`config.mk`:
```
export PLATFORM = sky130hd
export DESIGN_NAME = spi_reg_ctrl_flat
export DESIGN_NICKNAME = d
export VERILOG_FILES = /design/src/rtl/spi_reg_ctrl_if.sv /design/src/rtl/spi_reg_ctrl.sv /design/src/flat_wrapper.sv
export SDC_FILE = /design/constraint.sdc
export NUM_CORES = 1
export LEC_CHECK = 0
export ABC_CLOCK_PERIOD_IN_PS = 2000
export CAP_MARGIN = 25
export CORE_AREA = 10 10 106 80
export CTS_CLUSTER_SIZE = 10
export DETAILED_ROUTE_END_ITERATION = 6
export DIE_AREA = 0 0 116 90
export HOLD_SLACK_MARGIN = 0.15
export PLACE_DENSITY_LB_ADDON = 0.2
export SLEW_MARGIN = 20
export SYNTH_ARGS = -nofsm -noshare
export SYNTH_HDL_FRONTEND = slang
export SYNTH_SLANG_ARGS = --single-unit
```
`constraint.sdc`:
```
create_clock -name sysClk -period 2 [get_ports sysClk]
set_clock_uncertainty 0.05 [all_clocks]
set_input_delay 0.3 -clock sysClk [delete_from_list [all_inputs] [get_ports sysClk]]
set_output_delay 0.3 -clock sysClk [all_outputs]
set_load 0.03 [all_outputs]
```
`src/rtl/spi_reg_ctrl_if.sv`:
```
// rtl/spi_reg_ctrl_if.sv - byte-link and register-bus bundle for spi_reg_ctrl
//
// Purpose: groups the SPI byte-core handshake and the register bus into one interface.
//   slave  : the controller side (spi_reg_ctrl)
//   master : the byte core plus register file side
// Signals:
//   frameActive  SS asserted, synchronized to sysClk
//   rxStrobe     one-cycle pulse, rxByte valid
//   rxByte[7:0]  received MOSI byte
//   txByte[7:0]  next MISO byte for the byte core
//   regAddr[6:0] register address
//   regWrData    write data
//   regWr/regRd  one-cycle write/read pulses
//   regRdData    read data, valid RD_LAT cycles after regRd
//   busy         controller not idle
//   cmdErr       sticky out-of-range command flag
interface spi_reg_ctrl_if;
   logic       frameActive;
   logic       rxStrobe;
   logic [7:0] rxByte;
   logic [7:0] txByte;
   logic [6:0] regAddr;
   logic [7:0] regWrData;
   logic       regWr;
   logic       regRd;
   logic [7:0] regRdData;
   logic       busy;
   logic       cmdErr;

   modport slave (
      input  frameActive, rxStrobe, rxByte, regRdData,
      output txByte, regAddr, regWrData, regWr, regRd, busy, cmdErr
   );

   modport master (
      output frameActive, rxStrobe, rxByte, regRdData,
      input  txByte, regAddr, regWrData, regWr, regRd, busy, cmdErr
   );
endinterface

```
`src/rtl/spi_reg_ctrl.sv`:
```
// rtl/spi_reg_ctrl.sv - SPI frame parser driving a simple register bus
//
// Purpose: each SS frame is a command byte (bit7 = read, bits[6:0] = start address)
//   followed by data bytes. Writes echo the data on MISO; reads prefetch the next
//   register so its value is ready before the following byte is shifted. Addresses
//   auto-increment and wrap at NUM_REGS-1. Out-of-range commands set a sticky error
//   and the rest of the frame returns ERR_BYTE.
// Ports:
//   sysClk    system clock
//   usrReset  synchronous reset, active-low
//   bus       spi_reg_ctrl_if.slave (byte link + register bus)
module spi_reg_ctrl #(
   parameter int         NUM_REGS  = 16,
   parameter int         RD_LAT    = 1,
   parameter logic [7:0] IDLE_BYTE = 8'h55,
   parameter logic [7:0] ERR_BYTE  = 8'hEE
) (
   input  logic           sysClk,
   input  logic           usrReset,
   spi_reg_ctrl_if.slave  bus
);

   localparam logic [7:0] NUM_REGS_W = 8'(NUM_REGS);
   localparam logic [6:0] LAST_ADDR  = 7'(NUM_REGS - 1);
   localparam logic [2:0] RD_LAT_W   = 3'(RD_LAT);

   typedef enum logic [2:0] {
      IDLE,
      CMD,
      WRITE,
      RFETCH,
      READ,
      DISCARD
   } state_t;

   state_t     state_q,       state_d;
   logic [7:0] tx_byte_q,     tx_byte_d;
   logic [6:0] reg_addr_q,    reg_addr_d;
   logic [7:0] reg_wr_data_q, reg_wr_data_d;
   logic       reg_wr_q,      reg_wr_d;
   logic       reg_rd_q,      reg_rd_d;
   logic       busy_q,        busy_d;
   logic       cmd_err_q,     cmd_err_d;
   logic       rd_wait_q,     rd_wait_d;
   logic [2:0] rd_cnt_q,      rd_cnt_d;
   logic       rd_done;
   logic       cmd_bad;

   function automatic logic [6:0] next_addr(input logic [6:0] a);
      return (a == LAST_ADDR) ? 7'd0 : a + 7'd1;
   endfunction

   // rd_cnt counts cycles since the regRd pulse; data is on the bus when it reaches RD_LAT.
   assign rd_done = rd_wait_q && !reg_rd_q && (rd_cnt_q == RD_LAT_W);
   assign cmd_bad = ({1'b0, bus.rxByte[6:0]} >= NUM_REGS_W);

   always_comb begin
      state_d       = state_q;
      tx_byte_d     = tx_byte_q;
      reg_addr_d    = reg_addr_q;
      reg_wr_data_d = reg_wr_data_q;
      reg_wr_d      = 1'b0;
      reg_rd_d      = 1'b0;
      cmd_err_d     = cmd_err_q;
      rd_wait_d     = rd_wait_q;
      rd_cnt_d      = rd_cnt_q;

      // The write pulse uses the current address; step it the cycle after.
      if (reg_wr_q) begin
         reg_addr_d = next_addr(reg_addr_q);
      end

      if (reg_rd_q) begin
         rd_wait_d = 1'b1;
         rd_cnt_d  = 3'd1;
      end else if (rd_wait_q && (rd_cnt_q != RD_LAT_W)) begin
         rd_cnt_d = rd_cnt_q + 3'd1;
      end
      if (rd_done) begin
         rd_wait_d = 1'b0;
      end

      case (state_q)
         IDLE: begin
            tx_byte_d = IDLE_BYTE;
            if (bus.frameActive) begin
               state_d = CMD;
            end
         end
         CMD: begin
            if (bus.rxStrobe) begin
               if (cmd_bad) begin
                  cmd_err_d = 1'b1;
                  tx_byte_d = ERR_BYTE;
                  state_d   = DISCARD;
               end else if (!bus.rxByte[7]) begin
                  reg_addr_d = bus.rxByte[6:0];
                  state_d    = WRITE;
               end else begin
                  reg_addr_d = bus.rxByte[6:0];
                  // A read whose frame is already closing would be dropped anyway.
                  reg_rd_d   = bus.frameActive;
                  state_d    = RFETCH;
               end
            end
         end
         WRITE: begin
            if (bus.rxStrobe) begin
               reg_wr_d      = 1'b1;
               reg_wr_data_d = bus.rxByte;
               tx_byte_d     = bus.rxByte;
            end
         end
         RFETCH: begin
            // Strobes here are a protocol violation and are ignored.
            if (rd_done) begin
               tx_byte_d  = bus.regRdData;
               reg_addr_d = next_addr(reg_addr_q);
               state_d    = READ;
            end
         end
         READ: begin
            if (bus.rxStrobe) begin
               reg_rd_d = bus.frameActive;
               state_d  = RFETCH;
            end
         end
         DISCARD: begin
            tx_byte_d = ERR_BYTE;
         end
         default: begin
            state_d = IDLE;
         end
      endcase

      // Frame end wins over everything except a write already accepted above.
      if ((state_q != IDLE) && !bus.frameActive) begin
         state_d   = IDLE;
         tx_byte_d = IDLE_BYTE;
         rd_wait_d = 1'b0;
      end

      busy_d = (state_d != IDLE);
   end

   always_ff @(posedge sysClk) begin
      if (!usrReset) begin
         state_q       <= IDLE;
         tx_byte_q     <= IDLE_BYTE;
         reg_addr_q    <= 7'd0;
         reg_wr_data_q <= 8'd0;
         reg_wr_q      <= 1'b0;
         reg_rd_q      <= 1'b0;
         busy_q        <= 1'b0;
         cmd_err_q     <= 1'b0;
         rd_wait_q     <= 1'b0;
         rd_cnt_q      <= 3'd0;
      end else begin
         state_q       <= state_d;
         tx_byte_q     <= tx_byte_d;
         reg_addr_q    <= reg_addr_d;
         reg_wr_data_q <= reg_wr_data_d;
         reg_wr_q      <= reg_wr_d;
         reg_rd_q      <= reg_rd_d;
         busy_q        <= busy_d;
         cmd_err_q     <= cmd_err_d;
         rd_wait_q     <= rd_wait_d;
         rd_cnt_q      <= rd_cnt_d;
      end
   end

   assign bus.txByte    = tx_byte_q;
   assign bus.regAddr   = reg_addr_q;
   assign bus.regWrData = reg_wr_data_q;
   assign bus.regWr     = reg_wr_q;
   assign bus.regRd     = reg_rd_q;
   assign bus.busy      = busy_q;
   assign bus.cmdErr    = cmd_err_q;

endmodule
```
`src/flat_wrapper.sv`:
```
// flat-port wrapper written by rule: the top's interface ports become plain ports
module spi_reg_ctrl_flat 
#(
   parameter int         NUM_REGS  = 16,
   parameter int         RD_LAT    = 1,
   parameter logic [7:0] IDLE_BYTE = 8'h55,
   parameter logic [7:0] ERR_BYTE  = 8'hEE
)
  (sysClk, usrReset, bus_frameActive, bus_rxStrobe, bus_rxByte, bus_regRdData, bus_txByte, bus_regAddr, bus_regWrData, bus_regWr, bus_regRd, bus_busy, bus_cmdErr);
  spi_reg_ctrl_if bus_i ();
  input  logic sysClk;
  input  logic usrReset;
  input wire logic [$bits(bus_i.frameActive)-1:0] bus_frameActive;
  input wire logic [$bits(bus_i.rxStrobe)-1:0] bus_rxStrobe;
  input wire logic [$bits(bus_i.rxByte)-1:0] bus_rxByte;
  input wire logic [$bits(bus_i.regRdData)-1:0] bus_regRdData;
  output wire logic [$bits(bus_i.txByte)-1:0] bus_txByte;
  output wire logic [$bits(bus_i.regAddr)-1:0] bus_regAddr;
  output wire logic [$bits(bus_i.regWrData)-1:0] bus_regWrData;
  output wire logic [$bits(bus_i.regWr)-1:0] bus_regWr;
  output wire logic [$bits(bus_i.regRd)-1:0] bus_regRd;
  output wire logic [$bits(bus_i.busy)-1:0] bus_busy;
  output wire logic [$bits(bus_i.cmdErr)-1:0] bus_cmdErr;
  assign bus_i.frameActive = bus_frameActive;
  assign bus_i.rxStrobe = bus_rxStrobe;
  assign bus_i.rxByte = bus_rxByte;
  assign bus_i.regRdData = bus_regRdData;
  assign bus_txByte = bus_i.txByte;
  assign bus_regAddr = bus_i.regAddr;
  assign bus_regWrData = bus_i.regWrData;
  assign bus_regWr = bus_i.regWr;
  assign bus_regRd = bus_i.regRd;
  assign bus_busy = bus_i.busy;
  assign bus_cmdErr = bus_i.cmdErr;
  spi_reg_ctrl #(.NUM_REGS(NUM_REGS), .RD_LAT(RD_LAT), .IDLE_BYTE(IDLE_BYTE), .ERR_BYTE(ERR_BYTE)) u_core (.sysClk(sysClk), .usrReset(usrReset), .bus(bus_i));
endmodule
```
* Word level (Yosys, flattened, before mapping) *
Cells that the tools add are included.

word-level totals
  input bits = 20
  flip-flop bits (word level) = 34
  output and inout port bits = 27
  logic and storage cells = 73

operators by class
  reductions and logical operators = 19
  mux-type cells = 27
  equal/unequal tests = 12
  bitwise logic cells = 1
  $add $sub $neg = 2
  magnitude comparators = 1

operator list
  kind                 count
  $pmux 8 s5           1
  $mux 7               5
  $mux 8               4
  $mux 3               6
  $pmux 3 s5           1
  $pmux 7 s2           1
  $mux 1               8
  $add 7x1->7 const B  1
  $eq 7x4->1 const B   1
  $ge 7x5->1 const B   1
  $eq 3x1->1 const B   2
  $eq 3x2->1 const B   2
  $eq 3x3->1 const B   2
  $reduce_bool 3->1    2
  $reduce_or 2->1      3
  $reduce_and 5->1     1
  $reduce_bool 5->1    1
  $logic_and 1x1->1    4
  $ne 2x1->1 const B   2
  $ne 2x2->1 const B   2
  $reduce_and 2->1     2
  $add 3x1->3 const B  1
  $logic_not 3->1      1
  $ne 3x1->1 const B   1
  6 further kinds      7

* Longest topological paths before layout *
Gate-level depths: netlist (run 1).

  word-level depth = 7
  depth in mapped cells = 7
  gate-level depth less buffers = 6

* Least setup slack after synthesis (run 1) *
No wires, ideal clock.

  path kind = reg2reg
  start = reg u_core.reg_addr_q[0] (netlist: u_core.bus.regAddr[0])
  end = reg u_core.reg_addr_q[4] (netlist: u_core.bus.regAddr[4])
  path buffers = 0
  setup time = 58 ps
  cell stages (with the launch flop) = 6
  data required time = 1892 ps
  clock period less this slack = 1813 ps
  arrival time = 1705 ps
  slack = 187 ps
  cell sequence = dfxtp_1 ha_1 nand3_1 or4_1 a21oi_1 o21a_1

on the way
  longest elaborated chain between the ends = 6
  elaborated cells on any way between the ends = 8
  those cells by class = add/sub (1); eq/ne (1); mux (6)

ends and longest elaborated chain
  what                                              line                 source
  from (decl)                                       spi_reg_ctrl.sv:38   logic [6:0] reg_addr_q, reg_addr_d;
  from (signal assigned)                            spi_reg_ctrl.sv:161  reg_addr_q <= reg_addr_d;
  $add 7x1->7 / $eq 7x4->1 (equally long branches)  spi_reg_ctrl.sv:50   return (a == LAST_ADDR) ? 7'd0 : a + 7'd1;
  $mux 7 (*)                                        spi_reg_ctrl.sv:50
  $mux 7                                            spi_reg_ctrl.sv:69   if (reg_wr_q) begin
  $mux 7                                            spi_reg_ctrl.sv:92   if (cmd_bad) begin
  $mux 7                                            spi_reg_ctrl.sv:91   if (bus.rxStrobe) begin
  $pmux 7 s2 (*)                                    spi_reg_ctrl.sv:83   case (state_q)

Mark *: on every way between the ends. The rest lies on a longest branch, timed or not.
A chain may end at the register's enable or synchronous reset.

* Worst setup path after layout (run 1) *
  start = reg u_core.rd_cnt_q[0]
  end = reg u_core.reg_addr_q[6] (netlist: u_core.bus.regAddr[6])

on the way
  longest elaborated chain between the ends = 4

ends and longest elaborated chain
  what                    line                 source
  from (decl)             spi_reg_ctrl.sv:45   logic [2:0] rd_cnt_q, rd_cnt_d;
  from (signal assigned)  spi_reg_ctrl.sv:168  rd_cnt_q <= rd_cnt_d;
  $eq 3x1->1              spi_reg_ctrl.sv:54   assign rd_done = rd_wait_q && !reg_rd_q && (rd_cnt_q == RD_LAT_W);
  $logic_and 1x1->1       spi_reg_ctrl.sv:54
  $mux 7                  spi_reg_ctrl.sv:116  if (rd_done) begin
  $pmux 7 s2              spi_reg_ctrl.sv:83

Every way passes these cells.

==> results.md, run 1 <==
- The run finished with clean final reports.
- For the pin with the worst max-slew slack, the measured transition is 0.4472 ns.
- The clock network burns 30.5% of the power.
- Sequential cells account for 45.6% of the total power.
- The smallest clock period supported by the final layout is computed as 1.831 ns.
- The die boundary height is 90 um.
- In this run, post-CTS hold repair placed 0 buffers.
- Along the worst path, the maximum fanout reaches 6.
- The initial antenna violation count is 0.
- The number of global-route vias before repair came to 1803.
- CTS built an H-tree with a depth of 2.
- The final hold slack is 0.4214 ns.
- The start point of the critical path is u_core.rd_cnt_q[0].
- After global routing the overflow that remains totals 0.
- The total half-perimeter wirelength after legalization and detailed placement is 4513 um.
- The first global-routing pass estimated 9832 um of wire.
- The mean cell area of the mapped netlist is 8.537 sq um.
- Power comes to 1.620 mW.
- The relative slew slack is 69.87%.
- In this run the horizontal extent of the chip is 116 um.
- The final design area excluding fillers is 0.002594 sq mm.
- The worst setup path is launched from a flip-flop.
- Clock-pin slew was measured on the worst setup and hold paths at 0.08 ns.
- The synthesized area is 0.001878 sq mm.
- The later pin in the worst-skew pair is clocked with a latency of 0.28 ns.
- In the synthesized netlist, the number of instances is 220.
- The total routed wirelength is 5797 um.
- Global routing used 11.59% of the available tracks.
- The endpoint required time on the critical path is 2.18 ns.
- At the worst endpoint, the arrival time is 2.01 ns.
- The final max-slew violation count was 0.
- The max-capacitance violation count is 0.
- The final hold violation count is 0.
- The final setup TNS is 0 ns.
- The category of the most critical setup path is reg2reg.
- The netlist uses 53 different library cells.
- The final core area utilization is 39.87%.
- Summed over all nets, the switching power comes to 0.4875 mW.
- Once detail routing completed, the nets flagged for antenna violations numbered 0.
- During placement, the flow inserted port buffers numbering 46.
- The number of buffers added for setup after CTS is 0.
- The number of filler instances in the final layout is 675.
- Broken down by cell family, the worst path's largest delay share belongs to simple AND/OR/NAND/NOR gates.
- Based on the critical path, the design can be clocked at up to 546.3 MHz.
- Setup repair after global routing left no endpoint under its margin.
- The effective utilization at floorplan is 28.87%.
- In this run the critical register-to-register path is launched from u_core.rd_cnt_q[0].
- The number of nets produced by synthesis is 243.
- The highest cell delay on the worst timing path is 0.51 ns.
- The synthesized flop and latch total is 34.
- Among all stages on the critical path, the largest delay is contributed by sky130_fd_sc_hd__or4_1.
- The warning count from the yosys run is 0.
- The count of routing violations after the opening detailed-route iteration is 103.
- The detailed router placed 1817 vias in this run.
- Traced cell by cell, the critical path runs through ha_1, and4bb_1, a21oi_2, or4_1, a21oi_1.
- The sequential cells in the finished layout cover a total of 680.7 sq um.
- The tree built by TritonCTS fans out to 34 sinks.
- Entering global routing, the biggest net connects 20 pins.
- Of the post-synthesis cell area, the dominant cell type holds 36.24%.
- Dividing the detail-routed wire length by the instance count gives 16.06 um.
- The total setup violations reported at the end of the flow is 0.
- The final RePlAce weighted congestion is 0.8138.
- TritonCTS built the clock tree.
- The number of iterations in the first detailed-routing pass is 5.
- The fraction of layout instances using a drive strength above 1 is 11.43%.
- The vias per cell is 5.033.
- The startpoint identified for the worst hold timing path is u_core.bus.regWrData[7].
- In the layout the commonest cells are sky130_fd_sc_hd__clkdlybuf4s50_1, sky130_fd_sc_hd__dfxtp_1, sky130_fd_sc_hd__nand2_1, sky130_fd_sc_hd__buf_4, sky130_fd_sc_hd__a21oi_1.
- The buffer levels on the longest clock path is 2.
- The nature of the critical path endpoint is a flip-flop.
- The core region is 0.006506 sq mm.
- The switching part of the total is 30.08%.
- The placed instances occupy a cell area of 0.002517 sq mm.
- The most common cell after layout, fill and taps aside is sky130_fd_sc_hd__clkdlybuf4s50_1.
- The combinational fraction of design power is 23.9%.
- Yosys attributes the largest share of cell area to sky130_fd_sc_hd__dfxtp_1, sky130_fd_sc_hd__nand2_1, sky130_fd_sc_hd__a21boi_0, sky130_fd_sc_hd__a21oi_1, sky130_fd_sc_hd__o21ai_0.
- The worst hold path belongs to the class reg2reg.
- The top cell type by total area after synthesis is sky130_fd_sc_hd__dfxtp_1.
- The DRC violation count after routing is 0.
- In this run, synthesis inferred 0 flip-flops with an integrated enable.
- The area occupied by multi-input gates is 0.001117 sq mm.
- After synthesis, the share of flip-flops with an asynchronous set or reset is 0%.
- The most used flip-flop cell after synthesis is sky130_fd_sc_hd__dfxtp_1.
- The maximum ir drop on the vdd rail is 0.2525 mV.
- Clock tree synthesis inserted a total of 5 buffers.
- The I/O pin count is 47.
- The share of the Yosys chip area taken by registers is 36.24%.
- The internal power is 1.133 mW.
- The final worst-path cycle share is 91.53%.
- The antenna diode count is 0.
- The sum of buffers and inverters on the critical path is 0.
- From synthesis to final layout, the design area changed by 38.11%.
- The row count is 25.
- The power density normalized to cell area is 624.7 mW/mm^2.
- The layout net count is 303.
- Post-CTS repair changed the size of 0 cells.
- The die covers 0.01044 sq mm.
- The cell leakage power is 0.9390 nW.
- The CTS root buffer is sky130_fd_sc_hd__clkbuf_8.
## cell families (layout without fill, tap and decap cells)
family | Yosys count | after routing | share of synthesized area, %
compound gates | 73 | 73 | 27.58
xor+xnor | 5 | 5 | 2.332
fa+ha+maj | 3 | 3 | 1.999
buf+inv | 16 | 76 | 4.263
flops | 34 | 34 | 36.24
mux | 7 | 7 | 3.997
simple gates | 82 | 82 | 23.58
## area by class of cell
class                   instances  area share, %
clock buffers                   7          2.943
inverters                       4         0.5789
multi-input cells             170          43.08
flip-flops and latches         34          26.24
well taps                      81          3.907
repair buffers                 65          23.25
## synthesized netlist by cell type, types with 4 or more instances
cell type,count
sky130_fd_sc_hd__xor2_1,4
sky130_fd_sc_hd__and3_1,4
sky130_fd_sc_hd__a311oi_1,5
sky130_fd_sc_hd__and2_1,4
sky130_fd_sc_hd__nor2_1,11
sky130_fd_sc_hd__o21ai_0,11
sky130_fd_sc_hd__nor3_1,5
sky130_fd_sc_hd__o211ai_1,5
sky130_fd_sc_hd__nand3_1,5
sky130_fd_sc_hd__nand2_1,29
sky130_fd_sc_hd__a21oi_1,15
sky130_fd_sc_hd__mux2_2,4
sky130_fd_sc_hd__a21boi_0,10
sky130_fd_sc_hd__nor2b_1,4
sky130_fd_sc_hd__o21a_1,7
sky130_fd_sc_hd__nand2b_1,6
sky130_fd_sc_hd__buf_2,7
sky130_fd_sc_hd__dfxtp_1,34
## sequential cells by signal, summed over array words and instances, names as in the netlist
signal	cells
u_core.state_q	3
u_core.rd_wait_q	1
u_core.bus.regWr	1
u_core.bus.regRd	1
u_core.bus.regWrData	8
u_core.bus.busy	1
u_core.bus.cmdErr	1
u_core.bus.regAddr	7
u_core.rd_cnt_q	3
u_core.bus.txByte	8
## final timing paths
| path | cells past startpoint | to | slack, ns |
|---|---|---|---|
| max reg2reg | 5 | u_core.bus.regAddr[6] | 0.17 |
| max | 5 | u_core.bus.regAddr[6] | 0.17 |
| min reg2reg | 2 | u_core.bus.regWrData[7] | 0.42 |
| min | 2 | u_core.bus.regWrData[7] | 0.42 |
## routing by layer
layer,vias up,track usage (%),share of wire (%)
li1,928,-,-
met1,838,16.39,50
met2,46,16.36,41
met3,5,3.718,7.8
met4,0,2.807,0.76
met5,-,0,0
## power groups by stage
stage | Clock [mW] | Sequential, mW | Combinational, mW
finish | 0.493 | 0.739 | 0.388
global route | 0.528 | 0.745 | 0.426
CTS | 0.502 | 0.739 | 0.392
detailed placement | 0 | 0.754 | 0.391
global placement | 0 | 0.753 | 0.391
floorplan | 0 | 0.794 | 0.175
## metrics by stage
step	std cells	setup WS, ns
final	361	0.1694
after global routing	361	0.05513
after CTS	361	0.1607
after detailed placement	354	0.04436
after global placement	354	0.08108
after floorplan	220	0.1866
## worst register-to-register path, delay by kind of cell (launching register included)
kind | cells | cell delay (ns)
and+or+nand+nor | 2 | 0.89
adders and majority gates | 1 | 0.21
AOI/OAI and AO/OA | 2 | 0.26
DFF | 1 | 0.38
Power figures use the tool's default switching activity.
==> run 2, diff against run 1 <==
--- a/config.mk
+++ b/config.mk
@@ -5,14 +5,14 @@
 export SDC_FILE = /design/constraint.sdc
 export NUM_CORES = 1
 export LEC_CHECK = 0
-export ABC_CLOCK_PERIOD_IN_PS = 2000
+export ABC_CLOCK_PERIOD_IN_PS = 2350
 export CAP_MARGIN = 25
-export CORE_AREA = 10 10 106 80
+export CORE_AREA = 2 2 98 72
 export CTS_CLUSTER_SIZE = 10
 export DETAILED_ROUTE_END_ITERATION = 6
-export DIE_AREA = 0 0 116 90
+export DIE_AREA = 0 0 100 74
 export HOLD_SLACK_MARGIN = 0.15
-export PLACE_DENSITY_LB_ADDON = 0.2
+export PLACE_DENSITY = 0.52
 export SLEW_MARGIN = 20
 export SYNTH_ARGS = -nofsm -noshare
 export SYNTH_HDL_FRONTEND = slang
==> constraint.sdc (replaced) <==
create_clock -name sysClk -period 2.35 [get_ports sysClk]
set_clock_uncertainty 0.05 [all_clocks]
set_input_delay 0.3525 -clock sysClk [delete_from_list [all_inputs] [get_ports sysClk]]
set_output_delay 0.3525 -clock sysClk [all_outputs]
set_load 0.03 [all_outputs]
==> run 2 against run 1 <==
Critical path type is now in2reg. Sequential power down 14%. Final cell count down 2.8%. Sequential share of layout area grew 0.66 points. Largest power group unchanged. Total power is 13% lower. Combinational power fell by 20%. Cell area down 2.5%. Hold slack got worse by 0.0020 ns. Routed wire length shrank 8.8%.
==> results.md, run 2 (same netlist as run 1, synthesis figures left out) <==
- The type of origin of the critical path is a primary input (was flip-flop).
- The final hold violation count is 0 (unchanged).
- The total half-perimeter wirelength after legalization and detailed placement came to 4008 um (was 4513 um).
- The reg-to-reg critical path endpoint is u_core.bus.regAddr[6] (unchanged).
- The cell leakage power is 0.8936 nW (was 0.9390 nW).
- The largest fanout of any net on the critical path is 7 (was 6).
- The TritonCTS clock tree was yes (unchanged).
- The initial antenna violation count came to 0 (unchanged).
- The row count is 25 (unchanged).
- The cts-stage hold buffer count is 0 (unchanged).
- The total track usage is 15.24% (was 11.59%).
- The maximum ir drop on the vdd rail was 0.1862 mV (was 0.2525 mV).
- The maximum number of pins on one net before global-route repair is 20 (unchanged).
- The clock sink count is 34 (unchanged).
- The clock slew at the register clock pins of the worst setup and hold paths came to 0.07 ns (was 0.08 ns).
- The slew of the pin with the lowest slew margin was 0.5181 ns (was 0.4472 ns).
- The number of routed nets with antenna violations was 0 (unchanged).
- The total die area is 0.007400 sq mm (was 0.01044 sq mm).
- The power density normalized to cell area is 556.6 mW/mm^2 (was 624.7 mW/mm^2).
- The storage element area is 680.7 sq um (unchanged).
- The number of filler instances in the final layout was 682 (was 675).
- The number of iterations in the first detailed-routing pass is 4 (was 5).
- The relative slew slack was 65.09% (was 69.87%).
- The number of clock buffers inserted by TritonCTS is 5 (unchanged).
- The post-layout total power is 1.408 mW (was 1.620 mW).
- The cell family contributing the most delay on the critical path was simple AND/OR/NAND/NOR gates (unchanged).
- The I/O pin count came to 47 (unchanged).
- The buffer levels on the longest clock path is 2 (unchanged).
- The number of instances resized during post-cts repair was 0 (unchanged).
- The sum of buffers and inverters on the critical path came to 1 (was 0).
- The nature of the critical path endpoint was a flip-flop (unchanged).
- The final setup TNS is 0 ns (unchanged).
- The number of global-route vias before repair was 1674 (was 1803).
- The highest cell delay on the worst timing path is 0.61 ns (was 0.51 ns).
- Derived from the worst setup path, the maximum achievable clock frequency is 518.7 MHz.
- The max-capacitance violation count is 0 (unchanged).
- The minimum clock period is 1.928 ns.
- The total setup violations reported at the end of the flow was 0 (unchanged).
- The category of the most critical setup path is in2reg (was reg2reg).
- The layout net count is 292 (was 303).
- The area of the core is 0.006506 sq mm (unchanged).
- The depth of the worst register-to-register path is 5 (unchanged).
- The reg2reg setup slack is 0.44 ns (was 0.17 ns).
- The number of buffers added for setup after CTS is 0 (unchanged).
- The effective utilization at floorplan is 28.87% (unchanged).
- The most common cell after layout, fill and taps aside was sky130_fd_sc_hd__clkdlybuf4s50_1 (unchanged).
- The fraction of layout instances using a drive strength above 1 came to 8.889% (was 11.43%).
- Cells traversed along the worst timing path: clkdlybuf4s50_1, nor4b_2, and2_1, nor3_1, o31a_1 (was ha_1, and4bb_1, a21oi_2, or4_1, a21oi_1).
- The arrival time reported for the critical path endpoint is 2.06 ns (was 2.01 ns).
- The CTS root buffer was sky130_fd_sc_hd__clkbuf_8 (unchanged).
- The final worst-path cycle share is 82.04%.
- The total routed wirelength is 5289 um (was 5797 um).
- The vias per cell is 5.091 (was 5.033).
- The total congestion overflow was 0 (unchanged).
- Status: complete, no violations (unchanged).
- The die boundary height is 74 um (was 90 um).
- The startpoint of the most critical hold path is u_core.bus.regWrData[0] (was u_core.bus.regWrData[7]).
- The insertion delay of the later-clocked pin in the worst-skew pair is 0.29 ns (was 0.28 ns).
- The antenna diode count is 0 (unchanged).
- The DRC violation count after routing is 0 (unchanged).
- The area occupied by multi-input gates is 0.001117 sq mm (unchanged).
- The count of buffers inserted at the top-level ports is 46 (unchanged).
- The cell with the largest stage delay on the worst path is sky130_fd_sc_hd__clkdlybuf4s50_1 (was sky130_fd_sc_hd__or4_1).
- The maximum level of the CTS H-tree was 2 (unchanged).
- Leading cell types in the layout, fill and taps excluded: sky130_fd_sc_hd__clkdlybuf4s50_1, sky130_fd_sc_hd__dfxtp_1, sky130_fd_sc_hd__nand2_1, sky130_fd_sc_hd__a21oi_1 (was sky130_fd_sc_hd__clkdlybuf4s50_1, sky130_fd_sc_hd__dfxtp_1, sky130_fd_sc_hd__nand2_1, sky130_fd_sc_hd__buf_4, sky130_fd_sc_hd__a21oi_1).
- The average wire per cell in the routed design came to 15.07 um (was 16.06 um).
- The critical register-to-register path startpoint is u_core.rd_cnt_q[0] (unchanged).
- The synthesis-to-finish area growth came to 34.71% (was 38.11%).
- The final RePlAce weighted congestion came to 0.7887 (was 0.8138).
- The final max-slew violation count is 0 (unchanged).
- The endpoint required time on the critical path is 2.48 ns (was 2.18 ns).
- The cell depth of the worst hold path came to 2 (unchanged).
- RSZ-0062 raised after global routing: false (unchanged).
- The die span in x came to 100 um (was 116 um).
- The total via count after detailed routing was 1787 (was 1817).
- The worst hold path endpoint is u_core.bus.regWrData[0] (was u_core.bus.regWrData[7]).
- The path class of the lowest-slack min-delay path is reg2reg (unchanged).
- The wire length of the first global-routing pass is 8687 um (was 9832 um).
- The count of routing violations after the opening detailed-route iteration is 93 (was 103).
[run 2: cell types whose count changed in the layout (fill, tap and decap cells not counted)]
cell	before	now
sky130_fd_sc_hd__buf_4	19	8
sky130_fd_sc_hd__clkbuf_1	2	0
sky130_fd_sc_hd__clkbuf_8	5	6
sky130_fd_sc_hd__clkinv_2	0	1
sky130_fd_sc_hd__clkinvlp_4	0	1
[run 2: report_power, final]
| group | switching [mW] | internal, mW | total, mW |
|---|---|---|---|
| clock | 0.229 | 0.236 | 0.465 |
| combinational | 0.168 | 0.142 | 0.310 |
| sequential | 0.0284 | 0.604 | 0.633 |
| total | 0.426 | 0.982 | 1.41 |
[run 2: metal layers]
metal | vias up | wire length (um) | track usage [%]
met5 | - | 0 | 0
met3 | 7 | 279 | 3.759
met2 | 50 | 2009 | 20.05
met4 | 0 | 62 | 5.023
met1 | 827 | 2938 | 23.82
li1 | 903 | - | -
[run 2: worst max-delay path by stage]
stage                     slack, ns                  start  cells past startpoint                    end
after detailed placement       0.12           bus_rxStrobe                      5  u_core.bus.regAddr[2]
after global routing           0.26     u_core.rd_cnt_q[0]                      5   u_core.bus.txByte[5]
after CTS                      0.43     u_core.rd_cnt_q[0]                      5  u_core.bus.regAddr[6]
after floorplan                0.54  u_core.bus.regAddr[0]                      5  u_core.bus.regAddr[4]
after global placement         0.19           bus_rxStrobe                      5  u_core.bus.regAddr[5]
final                          0.42           bus_rxStrobe                      5  u_core.bus.regAddr[2]
[run 2: worst reg2reg max path, delay by kind of cell (launching register included)]
kind                     cells  cell delay, ns
AO/OA/AOI/OAI                2            0.25
adder cells (fa/ha/maj)      1            0.20
flip-flops                   1            0.38
AND/OR/NAND/NOR              2            0.96
[run 2: area by class of cell]
class | instances | area share [%]
tap | 81 | 4.006
timing repair buffer | 54 | 20.57
clock inverter | 2 | 0.4946
inverter | 4 | 0.5935
multi-input combinational | 170 | 44.16
sequential | 34 | 26.90
clock buffer | 6 | 3.264
[run 2: stage by stage]
stage | hold WS, ns | area [sq um] | setup WS, ns | utilization (%) | std cells
2_1_floorplan | 0.4374 | 1878 | 0.5366 | - | 220
6_report | 0.4193 | 2530 | 0.4220 | 38.88 | 351
4_1_cts | 0.4257 | 2530 | 0.4270 | 38.88 | 351
5_1_grt | 0.4485 | 2530 | 0.2633 | 38.88 | 351
3_5_place_dp | 0.4067 | 2435 | 0.1237 | 37.42 | 343
3_3_place_gp | 0.4032 | 2435 | 0.1927 | 37.42 | 343
